### config.mk
export PLATFORM = sky130hd
export DESIGN_NAME = mux_serial_sequencer_flat
export DESIGN_NICKNAME = d
export VERILOG_FILES = /design/src/rtl/mux_serial_sequencer_if.sv /design/src/rtl/mux_serial_sequencer.sv /design/src/flat_wrapper.sv
export SDC_FILE = /design/constraint.sdc
export NUM_CORES = 1
export LEC_CHECK = 0
export CAP_MARGIN = 5
export CELL_PAD_IN_SITES_DETAIL_PLACEMENT = 0
export CELL_PAD_IN_SITES_GLOBAL_PLACEMENT = 1
export CORE_MARGIN = 5
export CORE_UTILIZATION = 33
export DETAILED_ROUTE_END_ITERATION = 16
export GPL_ROUTABILITY_DRIVEN = 1
export HOLD_SLACK_MARGIN = 0.05
export PLACE_DENSITY_LB_ADDON = 0.2
export SYNTH_ARGS = -nofsm -noshare
export SYNTH_HDL_FRONTEND = slang
export SYNTH_SLANG_ARGS = --single-unit
### constraint.sdc
create_clock -name clk -period 2.1 [get_ports clk]
set_clock_uncertainty 0.15 [all_clocks]
set_input_delay 0.315 -clock clk [delete_from_list [all_inputs] [get_ports clk]]
set_output_delay 0.315 -clock clk [all_outputs]
set_load 0.01 [all_outputs]
### src/rtl/mux_serial_sequencer_if.sv
// mux_serial_sequencer_if: word handshake, mux drive/return and serial stream of the sequencer.
interface mux_serial_sequencer_if;
    logic       in_valid;
    logic       in_ready;
    logic [7:0] data_in;
    logic [7:0] mux_data;
    logic [2:0] mux_sel;
    logic       mux_y;
    logic       ser_out;
    logic       ser_valid;
    logic       ser_ready;
    logic       ser_last;
    modport slave (
        input  in_valid, data_in, mux_y, ser_ready,
        output in_ready, mux_data, mux_sel, ser_out, ser_valid, ser_last
    );
    modport master (
        output in_valid, data_in, mux_y, ser_ready,
        input  in_ready, mux_data, mux_sel, ser_out, ser_valid, ser_last
    );
endinterface

### src/rtl/mux_serial_sequencer.sv
// mux_serial_sequencer: holds a word on an 8:1 mux and steps its select to stream the bits out serially.
module mux_serial_sequencer #(
    parameter bit          MSB_FIRST = 1'b0,
    parameter int unsigned IDLE_GAP  = 0
) (
    input  logic                        clk,
    input  logic                        rst_n,
    mux_serial_sequencer_if.slave       bus
);
    typedef enum logic [1:0] {IDLE, SEND, GAP} state_t;
    localparam logic [2:0] START = MSB_FIRST ? 3'd7 : 3'd0;
    localparam logic [2:0] FINAL = MSB_FIRST ? 3'd0 : 3'd7;
    state_t     state_q, state_d;
    logic [7:0] hold_q, hold_d;
    logic [2:0] idx_q, idx_d;
    logic [3:0] gap_q, gap_d;
    logic       last, in_ready, load;
    always_ff @(posedge clk or negedge rst_n) begin
        if (!rst_n) begin
            state_q <= IDLE;
            hold_q  <= '0;
            idx_q   <= '0;
            gap_q   <= '0;
        end else begin
            state_q <= state_d;
            hold_q  <= hold_d;
            idx_q   <= idx_d;
            gap_q   <= gap_d;
        end
    end
    // Back-to-back reload only exists without a forced gap.
    assign last     = state_q == SEND && idx_q == FINAL;
    assign in_ready = state_q == IDLE || (IDLE_GAP == 0 && last && bus.ser_ready);
    assign load     = in_ready && bus.in_valid;
    always_comb begin
        state_d = state_q;
        hold_d  = hold_q;
        idx_d   = idx_q;
        gap_d   = gap_q;
        if (load) begin
            hold_d  = bus.data_in;
            idx_d   = START;
            state_d = SEND;
        end else if (state_q == SEND && bus.ser_ready) begin
            idx_d   = last ? idx_q : (MSB_FIRST ? idx_q - 3'd1 : idx_q + 3'd1);
            state_d = !last ? SEND : (IDLE_GAP > 0 ? GAP : IDLE);
            gap_d   = last ? 4'(IDLE_GAP - 1) : gap_q;
        end else if (state_q == GAP) begin
            gap_d   = gap_q == 4'd0 ? 4'd0 : gap_q - 4'd1;
            state_d = gap_q == 4'd0 ? IDLE : GAP;
        end
    end
    assign bus.in_ready  = in_ready;
    assign bus.mux_data  = hold_q;
    assign bus.mux_sel   = {idx_q[0], idx_q[1], idx_q[2]};
    assign bus.ser_out   = bus.mux_y;
    assign bus.ser_valid = state_q == SEND;
    assign bus.ser_last  = last;
endmodule

### src/flat_wrapper.sv
// flat-port wrapper written by rule: the top's interface ports become plain ports
module mux_serial_sequencer_flat 
#(
    parameter bit          MSB_FIRST = 1'b0,
    parameter int unsigned IDLE_GAP  = 0
)
  (clk, rst_n, bus_in_valid, bus_data_in, bus_mux_y, bus_ser_ready, bus_in_ready, bus_mux_data, bus_mux_sel, bus_ser_out, bus_ser_valid, bus_ser_last);
  mux_serial_sequencer_if bus_i ();
  input  logic clk;
  input  logic rst_n;
  input wire logic [$bits(bus_i.in_valid)-1:0] bus_in_valid;
  input wire logic [$bits(bus_i.data_in)-1:0] bus_data_in;
  input wire logic [$bits(bus_i.mux_y)-1:0] bus_mux_y;
  input wire logic [$bits(bus_i.ser_ready)-1:0] bus_ser_ready;
  output wire logic [$bits(bus_i.in_ready)-1:0] bus_in_ready;
  output wire logic [$bits(bus_i.mux_data)-1:0] bus_mux_data;
  output wire logic [$bits(bus_i.mux_sel)-1:0] bus_mux_sel;
  output wire logic [$bits(bus_i.ser_out)-1:0] bus_ser_out;
  output wire logic [$bits(bus_i.ser_valid)-1:0] bus_ser_valid;
  output wire logic [$bits(bus_i.ser_last)-1:0] bus_ser_last;
  assign bus_i.in_valid = bus_in_valid;
  assign bus_i.data_in = bus_data_in;
  assign bus_i.mux_y = bus_mux_y;
  assign bus_i.ser_ready = bus_ser_ready;
  assign bus_in_ready = bus_i.in_ready;
  assign bus_mux_data = bus_i.mux_data;
  assign bus_mux_sel = bus_i.mux_sel;
  assign bus_ser_out = bus_i.ser_out;
  assign bus_ser_valid = bus_i.ser_valid;
  assign bus_ser_last = bus_i.ser_last;
  mux_serial_sequencer #(.MSB_FIRST(MSB_FIRST), .IDLE_GAP(IDLE_GAP)) u_core (.clk(clk), .rst_n(rst_n), .bus(bus_i));
endmodule
== After elaboration in Yosys (flattened, before gate mapping) ==
Index checks and enable logic that the tools add are counted.

* Register bits after elaboration: 17
* Output and inout bits: 15
* Logic and storage cells: 36

* Add/sub/neg operators: 2
* Eq/ne operators: 5
* Mux-type cells: 12
* Bitwise operators: 1
* Reduce and logical (&&, ||, !) cells: 12

{| class="wikitable"
|+ Operators with widths
! cell !! number
|-
| $mux W4 || 4
|-
| $mux W3 || 3
|-
| $mux W2 || 4
|-
| $logic_and A1 B1 Y1 || 4
|-
| $logic_not A4 Y1 || 1
|-
| $reduce_bool A2 Y1 || 2
|-
| $sub A4 B1 Y4 const B || 1
|-
| $add A3 B1 Y3 const B || 1
|-
| $eq A3 B3 Y1 const B || 1
|-
| $reduce_and A3 Y1 || 1
|-
| $reduce_bool A3 Y1 || 1
|-
| $eq A2 B1 Y1 const B || 1
|-
| $eq A2 B2 Y1 const B || 1
|-
| $logic_not A2 Y1 || 1
|-
| $ne A2 B1 Y1 const B || 1
|-
| $ne A2 B2 Y1 const B || 1
|-
| $reduce_and A2 Y1 || 1
|-
| $logic_or A1 B1 Y1 || 1
|-
| $mux W1 || 1
|-
| $not A1 Y1 || 1
|}

== Longest topological paths before layout ==
* Depth after elaboration: 7
* Depth in mapped cells: 6

== Least setup slack after synthesis ==
Ideal clock, no wire load.

* Kind: register -> register
* From: register u_core.idx_q[0]
* To: register u_core.hold_q[0] (netlist: u_core.bus.mux_data[0])
* Library setup time: 125 ps
* Arrival time: 1463 ps
* Path slack: 362 ps
* Cell stages (with the launch flop): 7
* Buffers on the path: 1
* Period minus slack after synthesis: 1738 ps
* Cells stage by stage: dfrtp_1 -> ha_1 -> ha_1 -> nand2_1 -> a21oi_2 -> buf_6 -> mux2_4

* Word-level cells in the longest chain between the ends: 5

{| class="wikitable"
|+ Ends and longest elaborated chain
! element !! RTL line !! text
|-
| from (decl) || mux_serial_sequencer.sv:15 || <nowiki>logic [2:0] idx_q, idx_d;</nowiki>
|-
| from (signal assigned) || mux_serial_sequencer.sv:27 || <nowiki>idx_q <= idx_d;</nowiki>
|-
| $eq A3 B3 Y1 || mux_serial_sequencer.sv:32 || <nowiki>assign last = state_q == SEND && idx_q == FINAL;</nowiki>
|-
| $logic_and A1 B1 Y1 || mux_serial_sequencer.sv:32 ||
|-
| $logic_and A1 B1 Y1 || mux_serial_sequencer.sv:33 || <nowiki>assign in_ready = state_q == IDLE || (IDLE_GAP == 0 && last && bus.ser_ready);</nowiki>
|-
| $logic_or A1 B1 Y1 || mux_serial_sequencer.sv:33 ||
|-
| $logic_and A1 B1 Y1 || mux_serial_sequencer.sv:34 || <nowiki>assign load = in_ready && bus.in_valid;</nowiki>
|-
| to (signal assigned) || mux_serial_sequencer.sv:26 || <nowiki>hold_q <= hold_d;</nowiki>
|-
| to (decl) || mux_serial_sequencer.sv:14 || <nowiki>logic [7:0] hold_q, hold_d;</nowiki>
|}

No other way between the ends.
A chain may end at the register's enable or synchronous reset.

== Final worst setup path ==
* From: register u_core.idx_q[1]
* To: output bus_in_ready

* Word-level cells in the longest chain between the ends: 4

{| class="wikitable"
|+ Ends and longest elaborated chain
! element !! RTL line !! text
|-
| $eq A3 B3 Y1 || mux_serial_sequencer.sv:32 ||
|-
| $logic_and A1 B1 Y1 || mux_serial_sequencer.sv:32 ||
|-
| $logic_and A1 B1 Y1 || mux_serial_sequencer.sv:33 ||
|-
| $logic_or A1 B1 Y1 || mux_serial_sequencer.sv:33 ||
|-
| to (decl) || flat_wrapper.sv:15 || <nowiki>output wire logic [$bits(bus_i.in_ready)-1:0] bus_in_ready;</nowiki>
|}

No other way between the ends.

==> metrics.md <==
| Metric | Value |
|---|---|
| Synth-to-layout area growth | `42.1%` |
| Die Y-Extent | `60.5 um` |
| Layout Nets | `119` |
| First-pass GRT wire length | `2830 um` |
| Area occupied by multi-input gates | `389 um2` |
| Data required, critical path | `1630 ps` |
| Sequential area share after synthesis | `50.5%` |
| Synth Instances | `70` |
| Arrival @ worst endpoint | `1520 ps` |
| Async SR Flop Fraction | `100%` |
| Sequential Power Share | `39.2%` |
| Reg clk slew, reported paths | `100 ps` |
| Lkg Pwr | `0.512 nW` |
| Die ar. | `0.00366 mm2` |
| Initial antenna violation count | `0` |
| Top post-synthesis cells by area | `dfrtp_1 51%, mux2_4 12%, nor2_1 3.1%, ha_1 3.0%, a21oi_1 2.4%` |
| Reg2reg path depth | `7` |
| Clock sink count | `17` |
| Pwr Density | `1180 mW/mm2` |
| Final wirelength | `1690 um` |
| Main flop type after synthesis | `dfrtp_1` |
| RR Startpoint | `u_core.idx_q[1]$_DFFE_PN0P_` |
| DR WL/cell | `12.7 um` |
| Synthesized area | `842 um2` |
| Clock share of power | `11.7%` |
| Top-area cell type share of the netlist area | `50.5%` |
| Gate power share | `49.0%` |
| Core ar. | `0.00245 mm2` |
| Vias | `646` |
| R2r endpoint | `u_core.bus.mux_data[6]$_DFFE_PN0P_` |
| Htree depth | `1` |
| # diodes | `0` |
| DRT Pass-1 Iters | `4` |
| Hold WC Path Type | `primary input to asynchronous set/reset pin` |
| Pin count of the biggest net entering global routing | `11` |
| Placed cell count | `128` |
| R2r setup slk | `190 ps` |
| Root buffer cell | `clkbuf_4` |
| DRT antenna net count | `0` |
| CTS max path bufs | `2` |
| GRT Util Overall | `10.1%` |
| GPL Wtd Cong | `0.773` |
| Total CTS buffers | `3` |
| Worst slew pin tran | `401 ps` |
| Post-CTS Hold Buffers | `0` |
| Register Area | `425 um2` |
| Via density | `4.86` |
| IO buf count | `25` |
| # fillers | `237` |
| Largest area contributor in the netlist | `dfrtp_1` |
| DP Area | `0.00116 mm2` |
| Switching part of the total | `30.9%` |
| Hpwl dp | `1360 um` |
| Net switching power | `0.000434 W` |
| Final worst path period share | `94.4%` |
| Row Count | `18` |
| Mapped Avg Cell Area | `12.0 um2` |
| Cell internal pwr | `0.000973 W` |
| WS Path Type | `flip-flop to primary output` |
| Tmin final | `1980 ps` |
| Share of layout cells above drive strength 1 | `24.3%` |
| Final Instance Count excl. Fillers | `133` |
| Normalized max-slew margin | `73.2%` |
| Final Cell Area | `0.00120 mm2` |
| Synth cell types | `26` |
| Net count after synthesis | `85` |
| Gr ovfl total | `0` |
| Fmax | `0.504 GHz` |
| Most numerous cell in the Yosys netlist | `dfrtp_1` |
| Boundary Pins | `28` |
| CTS tree | `built` |
| CP Capture Type | `primary output` |
| Max cap viols | `0` |
| Top cells by count, synth | `17 x dfrtp_1, 7 x mux2_4, 7 x nor2_1, 5 x nand2_1` |
| EDFF count, synth | `0` |
| Status | `finished clean` |
| RSZ-0062 raised after global routing | `no` |
| Critical Path Start Type | `flip-flop` |
| Synthesized flop and latch total | `17` |
| Peak supply drop | `0.722 mV` |
| Die Wd | `60.5 um` |
| Number of DRC markers in iteration 0 | `6` |
| Crit-path max FO | `4` |
| Final Max Slew Viols | `0` |
| Initial core utilization | `34.3%` |
| Worst setup startpoint | `u_core.idx_q[1]$_DFFE_PN0P_` |
| Clk_lat worst skew | `280 ps` |
| Vias in the first global route | `647` |
| Final TNS setup | `0 ps` |
| Drc violations | `0` |
| Synth warnings | `0` |
| Worst hold slack | `170 ps` |
| Final number of setup-violating endpoints | `0` |
| Endpoints failing hold | `0` |
per-layer routing:
| layer | vias to the layer above | GRT usage (%) | wire (um) | part of all wire, % |
|---|---|---|---|---|
| met5 | - | 0 | 0 | 0 |
| met4 | 0 | 4.33 | 13 | 0.77 |
| met3 | 2 | 2.77 | 61 | 3.6 |
| met2 | 15 | 15.3 | 792 | 47 |
| met1 | 314 | 13.6 | 824 | 49 |
| li1 | 315 | - | - | - |
flip-flops by register name (all words and copies together), names as in the netlist:
register	count
u_core.state_q	2
u_core.bus.mux_data	8
u_core.gap_q	4
u_core.idx_q	3
timing repair:
item,4_1_cts,5_1_grt
buffers inserted,1,0
endpoints found under the setup margin,2,0
resized for setup,3,0
worst max-delay path, stage by stage, from the launching register on:
cell	delay [ps]
dfrtp_1	400
ha_1	210
ha_2	200
nand2_1	90
a21oi_1	60
dlygate4sd2_1	280
worst max path at each step:
stage	to	slack, ps	cells after the start
after floorplan	u_core.bus.mux_data[0]$_DFFE_PN0P_	360	6
after global placement	bus_in_ready	100	4
after detailed placement	bus_in_ready	80	4
after CTS	bus_in_ready	100	5
after global routing	bus_in_ready	10	5
final	bus_in_ready	120	5
final cells by class:
class                           instances  share of cell area, %
Sequential cell                        17                   35.6
Multi-Input combinational cell         49                   32.5
Timing Repair Buffer                   32                   26.2
Tap cell                               30                   3.14
Clock buffer                            3                   1.88
Clock inverter                          1                  0.418
Inverter                                1                  0.314
per-stage QoR:
stage,power (W),setup slack [ps],utilization [%]
2_1_floorplan,0.000906,362,-
6_report,0.00141,117,48.7
3_3_place_gp,0.00124,97.5,47.3
3_5_place_dp,0.00125,82.7,47.3
5_1_grt,0.00151,14.0,48.7
4_1_cts,0.00143,95.1,48.7
kinds of logic after synthesis:
logic type,Yosys count,synth area share (%)
AOI/OAI and AO/OA,14,11.0
xor gates and xnor gates,1,1.04
adders and majority gates,2,2.97
buffers and inverters,4,3.57
DFF,17,50.5
muxes,10,16.2
and+or+nand+nor,22,14.7
placed cells by master (no fill, tap or decap), drive strengths merged, types with 2 or more instances in the layout:
| cell type | netlist | routed |
|---|---|---|
| dlygate4sd2 | 0 | 2 |
| o221ai | 2 | 2 |
| nor2 | 7 | 7 |
| mux2i | 2 | 2 |
| clkbuf | 0 | 3 |
| nand2b | 2 | 2 |
| a21oi | 5 | 5 |
| buf | 3 | 7 |
| dfrtp | 17 | 17 |
| nand2 | 5 | 5 |
| ha | 2 | 2 |
| clkdlybuf4s50 | 0 | 23 |
| o21ai | 4 | 4 |
| nor3 | 2 | 2 |
| mux2 | 8 | 8 |
power by group through the flow:
stage	clock [W]	combinational (W)	sequential, W
6_report	0.000165	0.000690	0.000552
2_1_floorplan	0	0.000307	0.000599
3_3_place_gp	0	0.000681	0.000560
3_5_place_dp	0	0.000687	0.000562
4_1_cts	0.000175	0.000704	0.000554
5_1_grt	0.000197	0.000740	0.000576
Note: power is estimated with default switching activity, not from simulation.
